==> src/rtl/lsm_pkg.sv <==
// Shared definitions for the lamp sequence monitor: lamp codes, checker
// phase states, err_flags bit positions and first_chan channel ids.
package lsm_pkg;

    localparam logic [2:0] LAMP_RED = 3'b100;
    localparam logic [2:0] LAMP_RY  = 3'b110;
    localparam logic [2:0] LAMP_GRN = 3'b001;
    localparam logic [2:0] LAMP_YEL = 3'b010;

    typedef enum logic [2:0] {PH_INIT, PH_RED, PH_RY, PH_GRN, PH_YEL} phase_e;

    localparam int ERR_CODE  = 0;
    localparam int ERR_TRANS = 1;
    localparam int ERR_DWELL = 2;
    localparam int ERR_CONFL = 3;
    localparam int ERR_STUCK = 4;
    localparam int NUM_ERR   = 5;

    localparam logic [1:0] CH_MAN   = 2'd0;
    localparam logic [1:0] CH_STD   = 2'd1;
    localparam logic [1:0] CH_IND   = 2'd2;
    localparam logic [1:0] CH_CONFL = 2'd3;

    // Map a raw lamp vector to a phase; PH_INIT marks an illegal code.
    function automatic phase_e code2phase(input logic [2:0] code);
        case (code)
            LAMP_RED: return PH_RED;
            LAMP_RY:  return PH_RY;
            LAMP_GRN: return PH_GRN;
            LAMP_YEL: return PH_YEL;
            default:  return PH_INIT;
        endcase
    endfunction

    // Only legal successor of a phase; pedestrians just toggle RED/GRN.
    function automatic phase_e next_phase(input phase_e ph, input logic ped);
        case (ph)
            PH_RED:  return ped ? PH_GRN : PH_RY;
            PH_RY:   return PH_GRN;
            PH_GRN:  return ped ? PH_RED : PH_YEL;
            PH_YEL:  return PH_RED;
            default: return PH_INIT;
        endcase
    endfunction

endpackage

==> src/rtl/lamp_seq_checker.sv <==
// Per-channel phase tracker. Event outputs are combinational strobes for
// the current sample; the top level registers them.
// Watchdog is built only with LSM_STUCK_TIMEOUT_EN.
module lamp_seq_checker
    import lsm_pkg::*;
#(
    parameter bit PED       = 1'b0,
    parameter int MIN_DWELL = 4,
    parameter int MAX_DWELL = 64,
    parameter int DWELL_W   = 8
) (
    input  logic       clk,
    input  logic       rst,
    input  logic [2:0] lamp_in,
    output logic       bad_code,
    output logic       bad_trans,
    output logic       short_dwell,
    output logic       stuck,
    output phase_e     phase,
    output logic       wrap_yel_red
);

    phase_e               phase_q, phase_d;
    logic [DWELL_W-1:0]   dwell_q, dwell_d;
    phase_e               new_ph;
    logic                 legal;
    logic                 held;

    // Classify the sample, then track phase and dwell and raise events.
    always_comb begin
        new_ph       = code2phase(lamp_in);
        legal        = (new_ph != PH_INIT) &&
                       (!PED || new_ph == PH_RED || new_ph == PH_GRN);
        held         = 1'b0;
        phase_d      = phase_q;
        dwell_d      = dwell_q;
        bad_code     = 1'b0;
        bad_trans    = 1'b0;
        short_dwell  = 1'b0;
        wrap_yel_red = 1'b0;
        if (!legal) begin
            bad_code = 1'b1;
        end else if (phase_q == PH_INIT) begin
            phase_d = new_ph;
            dwell_d = DWELL_W'(1);
        end else if (new_ph == phase_q) begin
            held = 1'b1;
            if (dwell_q != {DWELL_W{1'b1}})
                dwell_d = dwell_q + DWELL_W'(1);
        end else begin
            // state follows the new code even when the order was wrong
            bad_trans    = (new_ph != next_phase(phase_q, PED));
            short_dwell  = (dwell_q < DWELL_W'(MIN_DWELL));
            wrap_yel_red = (phase_q == PH_YEL) && (new_ph == PH_RED);
            phase_d      = new_ph;
            dwell_d      = DWELL_W'(1);
        end
    end

`ifdef LSM_STUCK_TIMEOUT_EN
    // Fires once per phase, on the sample where dwell reaches MAX_DWELL.
    always_comb begin
        stuck = !PED && held && (dwell_q == DWELL_W'(MAX_DWELL - 1));
    end
`else
    assign stuck = 1'b0;
`endif

    // Phase/dwell registers; reset returns the checker to INIT.
    always_ff @(posedge clk) begin
        if (rst) begin
            phase_q <= PH_INIT;
            dwell_q <= '0;
        end else begin
            phase_q <= phase_d;
            dwell_q <= dwell_d;
        end
    end

    assign phase = phase_q;

endmodule

==> src/rtl/lamp_seq_monitor.sv <==
// Passive lamp-sequence monitor for the traffic-light controller.
// Three per-channel checkers (man/std/ind) plus the pedestrian/vehicle
// conflict check, sticky error flags, first-failing channel and a count of
// completed std cycles. Optional watchdog: define LSM_STUCK_TIMEOUT_EN.
module lamp_seq_monitor
    import lsm_pkg::*;
#(
    parameter int MIN_DWELL = 4,
    parameter int MAX_DWELL = 64,
    parameter int DWELL_W   = 8,
    parameter int CNT_W     = 16
) (
    input  logic             clk,
    input  logic             rst,
    input  logic [2:0]       man_in,
    input  logic [2:0]       std_in,
    input  logic [2:0]       ind_in,
    output logic [4:0]       err_flags,
    output logic             err_pulse,
    output logic [1:0]       first_chan,
    output logic [CNT_W-1:0] cycle_cnt
);

    localparam int NCH = 3;

    logic [NCH-1:0][2:0] lamps;
    logic [NCH-1:0]      bad_code, bad_trans, short_dwell, stuck, wrap;
    logic [NCH-1:0]      chan_err;
    phase_e              phase [NCH];

    assign lamps = {ind_in, std_in, man_in};

    for (genvar g = 0; g < NCH; g++) begin : g_chk
        lamp_seq_checker #(
            .PED       (g == 0),
            .MIN_DWELL (MIN_DWELL),
            .MAX_DWELL (MAX_DWELL),
            .DWELL_W   (DWELL_W)
        ) u_chk (
            .clk          (clk),
            .rst          (rst),
            .lamp_in      (lamps[g]),
            .bad_code     (bad_code[g]),
            .bad_trans    (bad_trans[g]),
            .short_dwell  (short_dwell[g]),
            .stuck        (stuck[g]),
            .phase        (phase[g]),
            .wrap_yel_red (wrap[g])
        );
        assign chan_err[g] = bad_code[g] | bad_trans[g] | short_dwell[g] | stuck[g];
    end

    logic [4:0]       err_flags_q, err_flags_d, new_err;
    logic             err_pulse_q, err_pulse_d;
    logic [1:0]       first_chan_q, first_chan_d;
    logic [CNT_W-1:0] cycle_cnt_q, cycle_cnt_d;
    logic             conflict;

    // Merge this sample's violations into the sticky flags and capture origin.
    always_comb begin
        conflict = (man_in == LAMP_GRN) && (std_in != LAMP_RED || ind_in != LAMP_RED);
        new_err             = '0;
        new_err[ERR_CODE]   = |bad_code;
        new_err[ERR_TRANS]  = |bad_trans;
        new_err[ERR_DWELL]  = |short_dwell;
        new_err[ERR_CONFL]  = conflict;
        new_err[ERR_STUCK]  = |stuck;
        err_flags_d  = err_flags_q | new_err;
        err_pulse_d  = |new_err;
        first_chan_d = first_chan_q;
        if (err_flags_q == '0 && new_err != '0) begin
            if (conflict)               first_chan_d = CH_CONFL;
            else if (chan_err[CH_MAN])  first_chan_d = CH_MAN;
            else if (chan_err[CH_STD])  first_chan_d = CH_STD;
            else                        first_chan_d = CH_IND;
        end
        cycle_cnt_d = cycle_cnt_q + CNT_W'(wrap[CH_STD]);
    end

    // Output registers; reset wins over every update.
    always_ff @(posedge clk) begin
        if (rst) begin
            err_flags_q  <= '0;
            err_pulse_q  <= 1'b0;
            first_chan_q <= '0;
            cycle_cnt_q  <= '0;
        end else begin
            err_flags_q  <= err_flags_d;
            err_pulse_q  <= err_pulse_d;
            first_chan_q <= first_chan_d;
            cycle_cnt_q  <= cycle_cnt_d;
        end
    end

    assign err_flags  = err_flags_q;
    assign err_pulse  = err_pulse_q;
    assign first_chan = first_chan_q;
    assign cycle_cnt  = cycle_cnt_q;

endmodule

==> config.mk <==
export PLATFORM = sky130hd
export DESIGN_NAME = lamp_seq_monitor
export DESIGN_NICKNAME = d
export VERILOG_FILES = /design/src/rtl/lsm_pkg.sv /design/src/rtl/lamp_seq_checker.sv /design/src/rtl/lamp_seq_monitor.sv
export SDC_FILE = /design/constraint.sdc
export NUM_CORES = 1
export LEC_CHECK = 0
export ABC_AREA = 1
export CAP_MARGIN = 20
export CORE_ASPECT_RATIO = 0.6
export CORE_MARGIN = 1.5
export CORE_UTILIZATION = 35
export CTS_BUF_LIST = sky130_fd_sc_hd__clkbuf_2 sky130_fd_sc_hd__clkbuf_4 sky130_fd_sc_hd__clkbuf_8
export CTS_CLUSTER_SIZE = 24
export DETAILED_ROUTE_END_ITERATION = 12
export GPL_TIMING_DRIVEN = 0
export MAX_ROUTING_LAYER = met4
export PLACE_DENSITY = 0.6
export REMOVE_ABC_BUFFERS = 1
export SLEW_MARGIN = 40
export SYNTH_ARGS = -nofsm -noshare
export SYNTH_HDL_FRONTEND = slang
export SYNTH_SLANG_ARGS = --single-unit
==> constraint.sdc <==
create_clock -name clk -period 5.65 [get_ports clk]
set_clock_uncertainty 0.15 [all_clocks]
set_input_delay 0.565 -clock clk [delete_from_list [all_inputs] [get_ports clk]]
set_output_delay 0.565 -clock clk [all_outputs]
set_load 0.005 [all_outputs]
* Word level (Yosys, flattened, before mapping) *
Index checks and enable logic that the tools add are counted.

word-level totals
  flip-flop bits (word level) = 57
  bits in latches = 0
  bits in writable memories = 0
  bits in read-only memories = 0
  output and inout port bits = 24
  word-level logic and storage cells = 149
  memories kept = 0

cells by class
  add/sub/neg operators = 4
  multiply operators = 0
  div/mod/pow operators = 0
  magnitude comparators = 3
  equality and inequality tests = 44
  shift operators = 0
  multiplexer cells = 57
  bitwise gates (word level) = 5
  reductions and logical operators = 26

operators by type and width
  kind                   number
  $mux W8                9
  $pmux W3 S4            5
  $mux W3                15
  $eq A3 B2 Y1 const B   10
  $eq A3 B3 Y1 const B   9
  $add A8 B1 Y8 const B  3
  $eq A3 B1 Y1 const B   8
  $lt A8 B3 Y1 const B   3
  $mux W1                24
  $ne A8 B8 Y1 const B   3
  $add A16 B1 Y16        1
  $reduce_and A2 Y1      6
  $reduce_or A10 Y1      1
  $eq A3 B3 Y1           3
  $logic_not A3 Y1       3
  $ne A3 B2 Y1 const B   3
  $ne A3 B3 Y1           3
  $reduce_bool A3 Y1     3
  $reduce_or A3 Y1       3
  $mux W2                3
  $ne A2 B1 Y1 const B   3
  $ne A3 B3 Y1 const B   2
  $logic_not A5 Y1       1
  $or A5 B4 Y5           1
  other kinds (6)        14

* Logic depth before layout (Yosys ltp) *
Gate-level depths: netlist of run 1.

  word-level depth = 15
  mapped depth = 17
  mapped depth without buffers = 17

* By module *
Synthesis of run 1 repeated with hierarchy kept, for this count alone.

second synthesis, totals
  cell total of the unflattened synthesis = 561
  area, all modules = 3621.0 um^2

by module, submodules not included
  module                                  times used  cells each  area each (um^2)  sequential area each (um^2)
  lamp_seq_checker at g_chk[1].u_chk ...  2           129         812.0             220.2
  lamp_seq_monitor                        1           166         1132.3            480.5
  lamp_seq_checker at g_chk[0].u_chk      1           137         864.6             220.2

* Least setup slack after synthesis of run 1 *
OpenSTA, ideal clock, no wires.

  path kind = input -> register
  start = in std_in[0]
  end = reg cycle_cnt_q[14] (netlist: cycle_cnt[14])
  library setup time = 0.132 ns
  arrival time = 2.175 ns
  data required time = 5.368 ns
  slack = 3.193 ns
  cell stages on the path = 16
  cells stage by stage = inv_1 -> nand3_1 -> nor2_1 -> ha_1 -> ha_1 -> nand2_1 -> inv_1 -> nand4_1 -> nor2_1 -> nand2_1 -> nor2_1 -> nand2_1 -> nor2_1 -> nand3_1 -> nor3b_1 -> nor3_1

on the way
  cells in the longest elaborated chain, start to end = 8

RTL lines
  element                               RTL line                text
  from (decl)                           lamp_seq_monitor.sv:16  input logic [2:0] std_in,
  $eq A3 B2 Y1 (tied with other cells)  lsm_pkg.sv:26           case (code)
  $pmux W3 S4 (*)                       lsm_pkg.sv:26
  $eq A3 B1 Y1                          lamp_seq_checker.sv:54  wrap_yel_red = (phase_q == PH_YEL) && (new_ph == PH_RED);
  $logic_and A1 B1 Y1                   lamp_seq_checker.sv:54
  $mux W1                               lamp_seq_checker.sv:46  end else if (new_ph == phase_q) begin
  $mux W1                               lamp_seq_checker.sv:43  end else if (phase_q == PH_INIT) begin
  $mux W1 (*)                           lamp_seq_checker.sv:41  if (!legal) begin
  $add A16 B1 Y16 (*)                   lamp_seq_monitor.sv:77  cycle_cnt_d = cycle_cnt_q + CNT_W'(wrap[CH_STD]);
  to (signal assigned)                  lamp_seq_monitor.sv:91  cycle_cnt_q <= cycle_cnt_d;
  to (decl)                             lamp_seq_monitor.sv:56  logic [CNT_W-1:0] cycle_cnt_q, cycle_cnt_d;

Every way passes the cells marked *; elsewhere a longest branch is shown, timed or not.
A chain may end at the register's enable or synchronous reset.

* Worst setup path in the final report of run 1 *
  start = in std_in[2]
  end = reg cycle_cnt_q[14] (netlist: cycle_cnt[14])

Same word-level chain as after synthesis.

==> results of run 1 <==
==> routing by layer <==
metal / vias up / global-route usage / part of all wire
li1: 1657 / - / -
met1: 1350 / 0.2467 / 0.56
met2: 70 / 0.2297 / 0.38
met3: 5 / 0.03419 / 0.054
met4: 0 / 0.04138 / 0.0093
met5: - / - / 0
==> layout by cell type (no fill, tap or decap), types with 2 or more instances in the layout <==
master           Yosys  routed
nand2_1            117     117
nor2_1              66      66
inv_1               64      64
dfxtp_1             56      56
nand3_1             46      46
clkdlybuf4s50_1      0      32
a21oi_1             27      27
o21ai_0             14      14
nor3_1              12      12
inv_2                9       9
nand4_1              9       9
nand2_2              8       8
xor2_1               6       6
clkbuf_8             0       6
o21ai_1              5       5
a31oi_1              5       5
o32ai_1              5       5
ha_1                 5       5
nor2_2               3       3
o221a_2              3       3
xnor2_1              3       3
nor4_1               3       3
nand2_4              2       2
clkbuf_4             0       2
==> worst min path at each step <==
stage / to / cells after the start
global route: g_chk[0].u_chk.dwell_q[4] / 2
CTS: cycle_cnt[15] / 2
finish: cycle_cnt[15] / 2
detailed placement: cycle_cnt[15] / 2
global placement: cycle_cnt[15] / 2
floorplan: g_chk[0].u_chk.dwell_q[4] / 2
==> layout make-up <==
cell class                 count  area share
inverter                      73     0.07366
multi-input combinational    354      0.4736
tap                          112     0.03767
timing repair buffer          33     0.08745
clock buffer                   8     0.02624
sequential                    56      0.3014
==> power groups by stage <==
| stage | logic [mW] | registers, mW | clock network [mW] |
|---|---|---|---|
| global route | 0.224 | 0.433 | 0.263 |
| CTS | 0.196 | 0.430 | 0.249 |
| detailed placement | 0.196 | 0.438 | 0 |
| floorplan | 0.136 | 0.435 | 0 |
| global placement | 0.192 | 0.438 | 0 |
| finish | 0.196 | 0.430 | 0.239 |
==> cell families (layout without fill, tap and decap cells) <==
logic type / count (synthesis) / in the layout / synth area share
compound gates: 67 / 67 / 0.1316
buf+inv: 77 / 114 / 0.09220
fa+ha+maj: 5 / 5 / 0.01970
simple gates: 272 / 272 / 0.3775
xor+xnor: 9 / 9 / 0.02482
other cells: 1 / 1 / 0.001181
flops: 56 / 56 / 0.3530
==> registers in the layout, indices dropped and copies added (netlist names) <==
signal               count
err_flags                4
cycle_cnt               16
g_chk.u_chk.dwell_q     24
err_pulse                1
first_chan               2
g_chk.u_chk.phase        9
==> per-stage QoR <==
step                cell area (µm²)    util
detailed placement             3622  0.4186
finish                         3720  0.4299
global placement               3627  0.4192
global route                   3720  0.4299
CTS                            3720  0.4299
floorplan                      3157       -
==> worst reg2reg max path: stages, from the launching register on <==
cell and delay (ps):
dfxtp_1 360, nor2_1 150, nand2_1 120, nor2_1 130, ha_1 230, ha_1 190, nand2_1 50, inv_1 90
nand4_1 120, nor2_1 150, nand2_1 60, nor2_1 130, nand2_1 100, nor2_1 130, nand3_1 110, nor3b_1 180
nor3_1 70
==> results.md, run 1 <==
* Run status: finished with violations
* Failing checks: DRC
* Max-Slew Margin vs Limit at 0.5918
* Reg2reg path depth at 16
* Slowest-stage cell, CP: clkdlybuf4s50_1
* FILL cells at a little over 900
* Vias at 3082
* Post-synthesis instance total at 487
* Synth Register Bits at 56
* Clock slew at reported path FFs at 100 ps
* Most common cell in the synthesized netlist: nand2_1
* CTS root buffer: clkbuf_8
* CP Depth at 16
* Final worst slack at 2652 ps
* Combinational share of power at 0.227
* Initial core utilization at 0.3670
* Critical path launch point type: input pin
* Die footprint at 0.009672 mm²
* Routed length per placed instance at 11.88 µm
* Crit path top cell by count: nor2_1
* Grt ovf at 0
* Port Buffers at 33
* Seq. cell area at 0.001121 mm²
* NetSw at around 270 µW
* CP arrival at 3030 ps
* RSZ-0062 raised after global routing: no
* Final max-slew violation count at 0
* TritonCTS clock tree: built
* Ant diodes at 0
* Buf/Inv on CP at 2
* Leak Pwr at roughly 1.6 nW
* Max-cap violations at 0
* DP Worst Slack at 2297 ps
* Drt total wl at 7554 µm
* Top post-synthesis cells by area: dfxtp_1, nand2_1, nor2_1
* Pint at 594.5 µW
* GP Congestion at 0.8899
* Crit-path max FO at 6
* # resized after CTS at 0
* # DRC at 3
* Clk sinks at 56
* Final hold slack at 326.1 ps
* Worst r2r src: g_chk[1].u_chk.phase[1]
* Sw Ratio at 0.3128
* Number of setup buffers added after CTS at 0
* Crit path launch: std_in[2]
* Violation count after the first detailed-routing iteration at between 200 and 250
* Required time of the critical path at between 5000 and 6000 ps
* H-tree depth at 2
* Final setup fails at 0
* Reg2reg setup slack at 3010 ps
* Final Power at 865.2 µW
* Finished Layout Cells at 636
* Worst slew pin tran at 611.6 ps
* Syn_area_per_cell at 6.521 µm²
* Flop pwr share at 0.497
* Std-Cell Rows at 26
* Async set-reset flop share out of synthesis at 0
* CP max stage delay at approximately 570 ps
* Final Hold Viols at 0
* Mapped Area at 0.003176 mm²
* Area leader, netlist: dfxtp_1
* DRT Pass-1 Iters at 9
* Hpwl dp at 5850 µm
* Fin nets at 539
* Power per cell area at 232.6 mW/mm²
* Core area at 0.008653 mm²
* Sum of negative setup slack at 0 ps
* Multi-input logic area at 0.001762 mm²
* Clk_lat worst skew at ~310 ps
* Setup crit end kind: flip-flop
* HP Class: flip-flop to flip-flop
* DRT antenna net count at 0
* # hold bufs at CTS at 0
* Via density at just under 5
* Top cells by count, synth: nand2_1, nor2_1, inv_1, dfxtp_1, nand3_1
* VDD IR max at 89.48 µV
* Clock network power share at 0.276
* Total CTS buffers at 5
* Die height at 76.78 µm
* Synthesis-to-finish area growth at 17.14%
* Share of the synthesized area in the top cell type at 0.3530
* Syn. warnings at 0
* I/O pin count at 35
* Worst Setup EP: cycle_cnt[14]
* Largest delay contributor family on the critical path: simple AND/OR/NAND/NOR gates
* Total track usage at 0.1672
* Top_reg_cell synth: dfxtp_1
* Clock buffer depth at 2
* Share of cells above drive strength 1 at 0.07824
* Initial antenna violation count at 0
* Dpl cells at 628
* Fmax achieved at 0.3335 GHz
* Final period util at 0.5306
* Crit path kind: input pin to flip-flop
* Sequential-to-total area share from yosys stat at 0.3530
* Reg2Reg Capture Point: cycle_cnt[14]
* Largest net degree at the start of global routing at 25
* EDFF count, synth at 0
* Hold_sp: cycle_cnt[15]
* Cell chain of the critical path: clkdlybuf4s50_1 > nand3_1 > nor2_1 > ha_1 > ha_1 > nand2_1 > inv_1 > nand4_1 > nor2_1 > nand2_1 > nor2_1 > nand2_1 > nor2_1 > nand3_1 > nor3b_1 > nor3_1
* Synth unique cells at 38
* Period minus WS final at 2998 ps
* Die X-Extent at between 100 and 150 µm
* First-pass GRT wire length at 12950 µm
* Vias in the first global route at 2781
Power figures use the tool's default switching activity.
==> run 2: changes to the inputs <==
- clock period: 5.65 -> 2.78 ns (I/O delays scaled with it)
==> run 2 against run 1 <==
Effect of this change:
- final cell count is 0.16% higher
- clock power up 110%
- critical endpoint unchanged
- sequential share of layout area fell by 0.26 points
- via count rose by 0.68%
- die area unchanged
- flip-flop and latch count is the same
- first-iteration DRC count rose by 7.2%
- the run still ends with DRC left
- utilization increased by 0.42 points
- largest power group unchanged
- power up 100%
- sequential power grew 100%
- global-route usage unchanged
==> results.md, run 2 (same netlist as run 1, synthesis figures left out) <==
* Hpwl dp at 5850 µm (unchanged)
* Final hold slack at 281.2 ps (-44.97 ps)
* FILL cells at 912 (-0.11%)
* VDD IR max at 182.9 µV (+100%)
* Die height at 76.78 µm (unchanged)
* I/O pin count at 35 (unchanged)
* TritonCTS clock tree: built
* Commonest non-fill, non-tap cell in the layout: nand2_1
* Drt total wl at 7586 µm (+0.42%)
* Final setup fails at 0 (unchanged)
* Clk sinks at 56 (unchanged)
* Clk_lat worst skew at 310 ps (about the same)
* # hold bufs at CTS at 0 (unchanged)
* RSZ-0062 raised after global routing: no
* Vias in the first global route at 2781 (unchanged)
* Synthesis-to-finish area growth at 18.28%
* Clock buffer depth at 2 (unchanged)
* Routed length per placed instance at 11.91 µm (+0.27%)
* Grt ovf at 0 (unchanged)
* Core area at 0.008653 mm² (unchanged)
* # DRC at 3 (unchanged)
* Die X-Extent at 126.0 µm (unchanged)
* Critical path launch point type: flip-flop
* Period minus WS final at between 2000 and 3000 ps
* Initial core utilization at 0.3670 (unchanged)
* Die footprint at 0.009672 mm² (unchanged)
* DRT Pass-1 Iters at 10 (+1)
* Failing checks: DRC
* Final Power at 1.766 mW (+100%)
* Fmax achieved at 0.3973 GHz
* Fin nets at 540 (+0.19%)
* Final Hold Viols at 0 (unchanged)
* Via density at 4.871 (+0.52%)
* Crit path kind: flip-flop to flip-flop
* Dpl cells at 628 (unchanged)
* CP arrival at 2550 ps (-480 ps)
* Ant diodes at 0 (unchanged)
* Final max-slew violation count at 0 (unchanged)
* Clock slew at reported path FFs at 100 ps (about the same)
* DRT antenna net count at 0 (unchanged)
* Vias at 3103 (+0.68%)
* Crit-path max FO at 3 (-3)
* Std-Cell Rows at 26 (unchanged)
* Max-cap violations at 0 (unchanged)
* Share of cells above drive strength 1 at 0.09714 (+0.01890)
* Worst slew pin tran at 603.4 ps (-8.211 ps)
* CTS root buffer: clkbuf_8
* Max reg flops at 24 (unchanged)
* Port Buffers at 33 (unchanged)
* Total track usage at 0.1672 (unchanged)
* Power per cell area at 470.1 mW/mm² (+100%)
* Finished Layout Cells at 637 (+0.16%)
* Largest net degree at the start of global routing at 25 (unchanged)
* HP Class: input pin to flip-flop
* Run status: finished with violations
* Max-Slew Margin vs Limit at 0.5973 (+0.005480)
* Final period util at 0.9054
* First-pass GRT wire length at 12950 µm (unchanged)
* Setup crit end kind: flip-flop
* GP Congestion at 0.8899 (unchanged)
* H-tree depth at 2 (unchanged)
* Sum of negative setup slack at 0 ps (unchanged)
* Total CTS buffers at 5 (unchanged)
* Leak Pwr at 1.632 nW (+1.8%)
* Final Core Density at 0.4341 (+0.004193)
* Violation count after the first detailed-routing iteration at 237 (+7.2%)
* Initial antenna violation count at 0 (unchanged)
* Required time of the critical path at 2820 ps (-2860 ps)
* Largest Register: g_chk.u_chk.dwell_q
* Reg2reg setup slack at 260 ps (-2750 ps)
* Most frequent cells in the layout: nand2_1, inv_1, nor2_1
==> run 2: cell types whose count changed in the layout (fill, tap and decap cells not counted), sizes merged <==
cell           before  now
clkdlybuf4s50      32   29
buf                 1    2
dlymetal6s2s        0    3
==> run 2: layout make-up <==
class	instances	area (µm²)	area share
clock buffers	8	97.59	0.02598
inverters	73	274.0	0.07295
multi-input cells	354	1782	0.4744
flip-flops and latches	56	1122	0.2988
well taps	112	140.1	0.03731
repair buffers	34	340.3	0.09061
==> run 2: metal layers <==
layer,up-vias,share of wire,GRT usage
li1,1665,-,-
met1,1371,0.56,0.2467
met2,62,0.38,0.2297
met3,5,0.050,0.03419
met4,0,0.0092,0.04138
met5,-,0,-
==> run 2: critical path, cell delays in order (launching register included) <==
cell	delay, ps
dfxtp_1	350
nor2_2	140
nand2_1	120
nor2_2	110
ha_2	220
ha_1	170
nand2_1	50
inv_1	90
nand4_1	120
nor2_1	160
nand2_1	80
nor2_2	100
nand2_1	100
nor2_2	100
nand3_1	100
nor3b_1	180
nor3_1	70
==> run 2: timing repair <==
action | 4_1_cts | 5_1_grt
resized for setup | 0 | 12
buffers inserted | 0 | 1
setup endpoints to repair | 0 | 4
==> run 2: per-stage QoR <==
step | setup WS [ps] | area [µm²]
6_report | 263.0 | 3756
5_1_grt | 7.589 | 3756
4_1_cts | 52.53 | 3720
3_5_place_dp | -286.4 | 3622
3_3_place_gp | -311.6 | 3627
2_1_floorplan | 539.2 | 3157
==> run 2: worst paths after layout <==
kind / start / to / depth (start not counted)
max: g_chk[1].u_chk.phase[0] / cycle_cnt[14] / 16
max reg2reg: g_chk[1].u_chk.phase[0] / cycle_cnt[14] / 16
min: rst / cycle_cnt[0] / 2
min reg2reg: cycle_cnt[15] / cycle_cnt[15] / 2
==> run 2: power breakdown <==
part	switching (mW)	internal (mW)
clock	0.267	0.224
sequential	0.0353	0.839
combinational	0.254	0.146
total	0.556	1.21
